**config.mk**
```make
export PLATFORM = sky130hd
export DESIGN_NAME = uart_rx_controller
export DESIGN_NICKNAME = d
export VERILOG_FILES = /design/src/rtl/uart_rx_controller.sv
export SDC_FILE = /design/constraint.sdc
export NUM_CORES = 1
export LEC_CHECK = 0
export CORE_AREA = 3 3 61 63
export DETAILED_ROUTE_END_ITERATION = 12
export DIE_AREA = 0 0 64 66
export PLACE_DENSITY = 0.64
export SKIP_LAST_GASP = 1
export SYNTH_ARGS = -nofsm -noshare
export SYNTH_HDL_FRONTEND = slang
export SYNTH_SLANG_ARGS = --single-unit
```
**constraint.sdc**
```tcl
create_clock -name CLK -period 5.2 [get_ports CLK]
set_clock_uncertainty 0.15 [all_clocks]
set_input_delay 1.56 -clock CLK [delete_from_list [all_inputs] [get_ports CLK]]
set_output_delay 1.56 -clock CLK [all_outputs]
set_load 0.01 [all_outputs]
```
**src/rtl/uart_rx_controller.sv**
```systemverilog
// UART RX frame sequencer: counts oversampling edges and frame bits, drives RX datapath enables.
// Optional RX_ERR_STATUS_EN adds sticky per-frame par_err_o / frame_err_o outputs.
module uart_rx_controller #(
    parameter int Data_width = 8
) (
    input  logic       CLK,
    input  logic       RST,
    input  logic       RX_IN,
    input  logic       PAR_EN,
    input  logic [5:0] Prescale,
    input  logic       sampled_bit,
    input  logic       parity_error,
    output logic       sampler_enable,
    output logic       deser_enable,
    output logic       parity_checker_enable,
    output logic [5:0] edge_cnt,
    output logic [3:0] bit_cnt,
    output logic       data_valid
`ifdef RX_ERR_STATUS_EN
    ,
    output logic       par_err_o,
    output logic       frame_err_o
`endif
);

    localparam logic [3:0] DW = 4'(Data_width);

    typedef enum logic [2:0] {
        S_IDLE,
        S_START,
        S_DATA,
        S_PARITY,
        S_STOP,
        S_ERR_CHK
    } state_t;

    state_t     state_q, state_d;
    logic [5:0] edge_q, edge_d;
    logic [3:0] bit_q, bit_d;
    logic [5:0] last_q, last_d;
    logic       par_en_q, par_en_d;
    logic       stop_err_q, stop_err_d;
    logic       active, le, frame_start;
    logic [5:0] last_sel;

    // Unsupported ratios fall back to 8x oversampling.
    always_comb begin
        last_sel = 6'd7;
        if (Prescale == 6'd16) last_sel = 6'd15;
        if (Prescale == 6'd32) last_sel = 6'd31;
    end

    assign active = (state_q == S_START) || (state_q == S_DATA) ||
                    (state_q == S_PARITY) || (state_q == S_STOP);
    assign le     = (edge_q == last_q);

    always_comb begin
        state_d               = state_q;
        edge_d                = edge_q;
        bit_d                 = bit_q;
        last_d                = last_q;
        par_en_d              = par_en_q;
        stop_err_d            = stop_err_q;
        deser_enable          = 1'b0;
        parity_checker_enable = 1'b0;
        data_valid            = 1'b0;
        frame_start           = 1'b0;
        if (active) edge_d = le ? 6'd0 : edge_q + 6'd1;
        unique case (state_q)
            S_IDLE: begin
                edge_d = 6'd0;
                if (!RX_IN) frame_start = 1'b1;
            end
            S_START: begin
                if (le) begin
                    if (sampled_bit) begin
                        state_d = S_IDLE;
                    end else begin
                        state_d = S_DATA;
                        bit_d   = 4'd1;
                    end
                end
            end
            S_DATA: begin
                if (le) begin
                    deser_enable          = 1'b1;
                    parity_checker_enable = 1'b1;
                    if (bit_q < DW) begin
                        bit_d = bit_q + 4'd1;
                    end else begin
                        state_d = par_en_q ? S_PARITY : S_STOP;
                        bit_d   = DW + 4'd1;
                    end
                end
            end
            S_PARITY: begin
                if (le) begin
                    parity_checker_enable = 1'b1;
                    state_d               = S_STOP;
                    bit_d                 = DW + 4'd2;
                end
            end
            S_STOP: begin
                if (le) begin
                    stop_err_d = ~sampled_bit;
                    state_d    = S_ERR_CHK;
                end
            end
            S_ERR_CHK: begin
                data_valid = !stop_err_q && !(par_en_q && parity_error);
                edge_d     = 6'd0;
                bit_d      = 4'd0;
                if (!RX_IN) frame_start = 1'b1;
                else        state_d     = S_IDLE;
            end
            default: state_d = S_IDLE;
        endcase
        // The detecting cycle counts as edge 0 of the start bit.
        if (frame_start) begin
            state_d  = S_START;
            edge_d   = 6'd1;
            bit_d    = 4'd0;
            last_d   = last_sel;
            par_en_d = PAR_EN;
        end
    end

    always_ff @(posedge CLK or negedge RST) begin
        if (!RST) begin
            state_q    <= S_IDLE;
            edge_q     <= 6'd0;
            bit_q      <= 4'd0;
            last_q     <= 6'd0;
            par_en_q   <= 1'b0;
            stop_err_q <= 1'b0;
        end else begin
            state_q    <= state_d;
            edge_q     <= edge_d;
            bit_q      <= bit_d;
            last_q     <= last_d;
            par_en_q   <= par_en_d;
            stop_err_q <= stop_err_d;
        end
    end

    assign sampler_enable = active;
    assign edge_cnt       = edge_q;
    assign bit_cnt        = bit_q;

`ifdef RX_ERR_STATUS_EN
    logic par_err_q, frame_err_q;

    always_ff @(posedge CLK or negedge RST) begin
        if (!RST) begin
            par_err_q   <= 1'b0;
            frame_err_q <= 1'b0;
        end else if (state_q == S_ERR_CHK) begin
            par_err_q   <= par_en_q && parity_error;
            frame_err_q <= stop_err_q;
        end
    end

    assign par_err_o   = par_err_q;
    assign frame_err_o = frame_err_q;
`endif

endmodule

```
==> results of run 1 <==
-- layout by cell type, fill, tap and decap left out, types with 2 or more instances in the layout --
master           Yosys  routed
clkdlybuf4s50_1      0      25
dfrtp_1             18      18
nand2_1              8       8
o31ai_1              7       7
xor2_1               6       6
nor2_1               6       6
o21ai_0              5       5
nor2b_1              5       5
a21oi_1              5       5
nand2b_1             5       5
nor3_1               5       5
inv_1                5       5
a211oi_1             4       4
nor3_2               3       3
or3_1                3       3
nand4_1              3       3
o211ai_1             3       3
clkbuf_4             0       3
and3_1               2       2
or2_2                2       2
a31oi_1              2       2
o311a_1              2       2
xnor2_1              2       2
mux2_2               2       2
nand3_1              2       2
or4_1                2       2
mux2_1               2       2
o41ai_1              2       2
ha_1                 2       2
-- how the worst min path moves through the flow --
stage / startpoint / to / slack (ns)
6_report: last_q[4] / last_q[4] / 0.38
5_1_grt: last_q[3] / last_q[3] / 0.40
4_1_cts: stop_err_q / stop_err_q / 0.38
3_5_place_dp: stop_err_q / stop_err_q / 0.35
3_3_place_gp: last_q[4] / last_q[4] / 0.34
2_1_floorplan: last_q[4] / last_q[4] / 0.31
-- worst max-delay path: stages --
cell and delay [ns]:
clkdlybuf4s50_1 0.40, a21oi_1 0.13, and3_1 0.18, clkdlybuf4s50_1 0.54
-- cells in the mapped netlist (2+ instances only) --
| master | count |
|---|---|
| or3_1 | 3 |
| nand4_1 | 3 |
| and3_1 | 2 |
| xnor2_1 | 2 |
| buf_1 | 2 |
| o31ai_1 | 7 |
| nor2b_1 | 5 |
| or2_2 | 2 |
| inv_1 | 5 |
| xor2_1 | 6 |
| nor3_2 | 3 |
| buf_2 | 7 |
| o211ai_1 | 3 |
| or4_1 | 2 |
| nand2b_1 | 5 |
| mux2_1 | 2 |
| o311a_1 | 2 |
| a211oi_1 | 4 |
| o41ai_1 | 2 |
| nand3_1 | 2 |
| nor3_1 | 5 |
| nand2_1 | 8 |
| mux2_2 | 2 |
| o21ai_0 | 5 |
| a31oi_1 | 2 |
| a21oi_1 | 5 |
| ha_1 | 2 |
| nor2_1 | 6 |
| dfrtp_1 | 18 |
-- cell families after synthesis --
logic type / Yosys count / share of synthesized area (%)
XOR/XNOR: 8 / 5.52
AND/OR/NAND/NOR: 50 / 22.8
buffers and inverters: 15 / 5.13
multiplexers: 4 / 3.55
flip-flops: 18 / 35.5
AO/OA/AOI/OAI: 42 / 25.5
adder cells (fa/ha/maj): 2 / 1.97
-- power groups by stage --
stage | Clock [W] | Combinational (W) | Sequential (W)
6_report | 0.0000895 | 0.000453 | 0.000281
5_1_grt | 0.0000990 | 0.000506 | 0.000293
4_1_cts | 0.0000918 | 0.000459 | 0.000280
3_5_place_dp | 0 | 0.000456 | 0.000283
3_3_place_gp | 0 | 0.000445 | 0.000281
2_1_floorplan | 0 | 0.000363 | 0.000236
-- metrics by stage --
step                std cells  hold slack [ns]  power, W  area (um^2)
floorplan                 139            0.313  0.000598         1270
global placement          200            0.339  0.000726         1530
detailed placement        200            0.347  0.000739         1530
CTS                       204            0.381  0.000831         1570
global route              204            0.401  0.000897         1570
finish                    204            0.376  0.000824         1570
-- routing by layer --
metal,global-route usage [%],vias up
met4,4.31,0
met3,3.06,2
met1,22.3,542
met2,25.5,38
li1,-,553
met5,0,-
-- cell type report --
class	count	area (um^2)
inverters	5	18.8
well taps	46	57.6
flip-flops and latches	18	450
multi-input cells	106	753
fillers	324	1720
clock buffers	4	36.3
repair buffers	25	250
-- registers in the layout (all words and copies together), names as in the netlist --
signal      flops
stop_err_q      1
par_en_q        1
bit_cnt         4
last_q          3
edge_cnt        6
state_q         3
==> out/results.ini, run 1 <==
[critical_path]
startpoint = parity_error
arrival_ns = 2.81
worst_setup_path_start_kind = primary input
r2r-start = state_q[0]
crit_end = data_valid
regToRegEndpoint = bit_cnt[1]
end_kind = output pin
worstPathRequired_ns = 3.49
crit_type = primary input to output pin
crit_fanout = 1
rrSetupSlack_ns = 3.09
reg2regPathDepth = 4

[clock_network]
cts_resized = 0
postCtsHoldBufs = 0
post_cts_buffers = 0
clk_pin_slew_worst_paths_ns = 0.11
numCtsBuffers = 3
h-tree-depth = 1
cts_tree = yes
cts_root_buf = clkbuf_4
clock_sinks = 18
cts_max_path_buffers = 2
insertion_delay_ns = 0.29

[timing]
rsz0062_at_grt = false
setup_ws_ns = 0.675
maxSlewHeadroom_pct = 42.8
setup_viol = 0
finalCritPeriodShare_pct = 87.0
min_period_ns = 4.52
clock.fmax_mhz = 221
finalSetupTns_ns = 0
hold_violations = 0
worstMarginPinSlew_ns = 0.855
slew_viol_final = 0

[routing]
drtPass1Iterations = 4
wl_met1_um = 1440
vias_per_cell = 5.56
wl_met2_um = 1480
wl_met3_um = 144
avgRoutedWirePerCell_um = 15.1
detail-route-antenna-nets = 0
routed_wl_um = 3080
drt_iter0_drc = 42
drc_errors = 0
vias = 1135
top_layer_used = met4

[pwr]
clockPowerShare_pct = 10.9
sw_frac_of_total_pct = 44.6
peakVddDrop_uv = 216
combPwrFrac_pct = 55.0
seqPwrFrac_pct = 34.1
powerDensity_nw_per_um2 = 526
p_switching_w = 0.000367
power_leakage_nw = 0.621
p_int_w = 0.000456

[die]
die_w_um = 64
io_pins = 26
die_area_um2 = 4220
core_area_um2 = 3280
initial_core_util_pct = 38.6
die_y_um = 66
rows = 21

[synth]
synth_cells = 139
yosysTopAreaCell = dfrtp_1
yosys_warnings = 0
synth.distinct_cells = 46
syn_nets = 153
synth_edf_count = 0
synth_area_um2 = 1270
synth-async-reset-ratio_pct = 100
syn_avg_cell_area_um2 = 9.13
synthFlopType = dfrtp_1
ys_seq_area_share_pct = 35.5
synth_top_area_share_pct = 35.5
yosys-top-cells-area = dfrtp_1 (36%), o31ai_1 (4.1%), xor2_1 (4.1%)
ys_ff_latch = 18

[global_route]
grt_usage_pct = 16.1
grt_pass1_vias = 1181
grt_pass1_wl_um = 5440
overflow = 0
antenna_found_initial = 0
grt_start_max_net_pins = 22

[hold_path]
whs_path_depth = 2
min_path_type = flip-flop to flip-flop

[layout]
fin_util_pct = 47.7
diodes = 0
nets = 173
drive_gt1_share_pct = 12.0
area_growth_pct = 23.5

[placement]
pre_cts_ws_ns = 0.705
dp_hpwl_um = 2270
place.gp.congestion = 0.792
io_buffers = 25

[flow_run]
maxCapViolations = 0

[run_status]
status = completed

Note: power is estimated with default switching activity, not from simulation.
==> run 2, diff against run 1 <==
- PLACE_DENSITY: 0.64 -> 0.68
==> run 2 against run 1 <==
  * Worst hold slack worse by 0.017 ns
  * Routed wire length unchanged
  * Design area unchanged
  * Final cell count is the same
  * Sequential cell count unchanged
==> out/results.ini, run 2 (synthesis results as in run 1) <==
[hold_path]
holdPathEnd = last_q[4]
min_path_type = flip-flop to flip-flop
min-delay-start = last_q[4]
whs_path_depth = 2  ; unchanged

[critical_path]
r2r-start = state_q[2]
arrival_ns = 2.76  ; -0.05 ns
rrSetupSlack_ns = 3.06  ; -0.03 ns
crit_chain = clkdlybuf4s50_1, a21oi_1, and3_1, clkdlybuf4s50_1
crit_type = primary input to output pin
path_delay_family = buffers and inverters
max_stage_delay_ns = 0.53  ; about the same
worst_setup_path_start_kind = primary input
cp_num_buf_inv = 2  ; unchanged
worstPathRequired_ns = 3.49  ; about the same
regToRegEndpoint = bit_cnt[1]
cp_common_cell = clkdlybuf4s50_1
crit_fanout = 1  ; unchanged
end_kind = output pin
cpMaxStageDelayCell = clkdlybuf4s50_1
reg2regPathDepth = 4  ; unchanged

[layout]
fin_util_pct = 47.7  ; unchanged
diodes = 0  ; unchanged
nets = 173  ; unchanged
final_common_cell = clkdlybuf4s50_1
largest_reg_flops = 6  ; unchanged
drive_gt1_share_pct = 12.0  ; unchanged
final_cell_mix = clkdlybuf4s50_1 (25), dfrtp_1 (18), nand2_1 (8), o31ai_1 (7)
fill_cells = 322  ; -0.62%
area_growth_pct = 23.5  ; unchanged

[pwr]
power_leakage_nw = 0.621  ; unchanged
sw_frac_of_total_pct = 44.6  ; about the same
clockPowerShare_pct = 10.7  ; -0.2 points
peakVddDrop_uv = 246  ; +14%
powerDensity_nw_per_um2 = 526  ; about the same
p_int_w = 0.000457  ; about the same
seqPwrFrac_pct = 34.3  ; +0.2 points
combPwrFrac_pct = 55.0  ; about the same
p_switching_w = 0.000367  ; about the same

[routing]
drtPass1Iterations = 4  ; unchanged
routed_wl_um = 3080  ; unchanged
vias = 1141  ; +0.53%
vias_per_cell = 5.59  ; +0.53%
detail-route-antenna-nets = 0  ; unchanged
avgRoutedWirePerCell_um = 15.1  ; unchanged
drc_errors = 0  ; unchanged
drt_iter0_drc = 56  ; +33%

[clock_network]
clk_pin_slew_worst_paths_ns = 0.10  ; about the same
post_cts_buffers = 0  ; unchanged
h-tree-depth = 1  ; unchanged
cts_max_path_buffers = 2  ; unchanged
cts_resized = 0  ; unchanged
clock_sinks = 18  ; unchanged
insertion_delay_ns = 0.30  ; about the same
numCtsBuffers = 3  ; unchanged
postCtsHoldBufs = 0  ; unchanged
cts_tree = yes
cts_root_buf = clkbuf_4

[global_route]
grt_pass1_wl_um = 5390  ; -0.90%
antenna_found_initial = 0  ; unchanged
grt_usage_pct = 15.8  ; -0.32 points
grt_pass1_vias = 1119  ; -5.2%
overflow = 0  ; unchanged
grt_start_max_net_pins = 22  ; unchanged

[run_status]
status = completed

[flow_run]
maxCapViolations = 0  ; unchanged

[timing]
finalSetupTns_ns = 0  ; unchanged
rsz0062_at_grt = false
clock.fmax_mhz = 223  ; +1.1%
finalCritPeriodShare_pct = 86.1  ; -0.96 points
min_period_ns = 4.47  ; -0.0499 ns
worstMarginPinSlew_ns = 0.809  ; -0.0465 ns
whs_ns = 0.358  ; -0.0175 ns
slew_viol_final = 0  ; unchanged
maxSlewHeadroom_pct = 45.9  ; +3.1 points
setup_viol = 0  ; unchanged
hold_violations = 0  ; unchanged

[die]
die_w_um = 64  ; unchanged
die_area_um2 = 4220  ; unchanged
initial_core_util_pct = 38.6  ; unchanged
core_area_um2 = 3280  ; unchanged
io_pins = 26  ; unchanged
die_y_um = 66  ; unchanged
rows = 21  ; unchanged

[placement]
io_buffers = 25  ; unchanged
dp_hpwl_um = 2240  ; -1.0%
place.gp.congestion = 0.813  ; +2.7%

run 2: worst reg2reg max path: stages, from the launching register on:
cell and delay (ns):
dfrtp_1 0.78, inv_1 0.27, a22oi_1 0.38, nor3_2 0.12
mux2_1 0.32
run 2: how the worst max path moves through the flow:
stage / slack (ns) / startpoint / cells after the start / endpoint
after floorplan: 1.62 / parity_error / 2 / data_valid
after global placement: 0.72 / parity_error / 4 / data_valid
after detailed placement: 0.71 / parity_error / 4 / data_valid
after CTS: 0.71 / parity_error / 4 / data_valid
after global routing: 0.69 / parity_error / 4 / data_valid
final: 0.73 / parity_error / 4 / data_valid
run 2: power by group through the flow:
stage | clock [W] | combinational (W) | sequential (W)
CTS | 0.0000886 | 0.000456 | 0.000280
finish | 0.0000881 | 0.000453 | 0.000283
detailed placement | 0 | 0.000452 | 0.000281
global placement | 0 | 0.000445 | 0.000278
global route | 0.0000943 | 0.000504 | 0.000295
floorplan | 0 | 0.000363 | 0.000236
run 2: metal layers:
metal	track usage (%)	part of all wire, %	vias to the layer above
met5	0	0	-
met1	20.6	46	545
met2	26.1	49	32
li1	-	-	560
met3	3.57	4.0	4
met4	4.31	1.3	0
run 2: cell type report:
class	count	area (um^2)	area share [%]
Tap cell	46	57.6	3.67
Multi-Input combinational cell	106	753	48.1
Timing Repair Buffer	25	250	16.0
Inverter	5	18.8	1.20
Sequential cell	18	450	28.8
Clock buffer	4	36.3	2.32
run 2: metrics by stage:
step	instance area [um^2]	cells	setup slack, ns	power [W]
finish	1570	204	0.725	0.000824
global route	1570	204	0.690	0.000893
CTS	1570	204	0.712	0.000824
detailed placement	1530	200	0.712	0.000733
global placement	1530	200	0.724	0.000723
floorplan	1270	139	1.62	0.000598
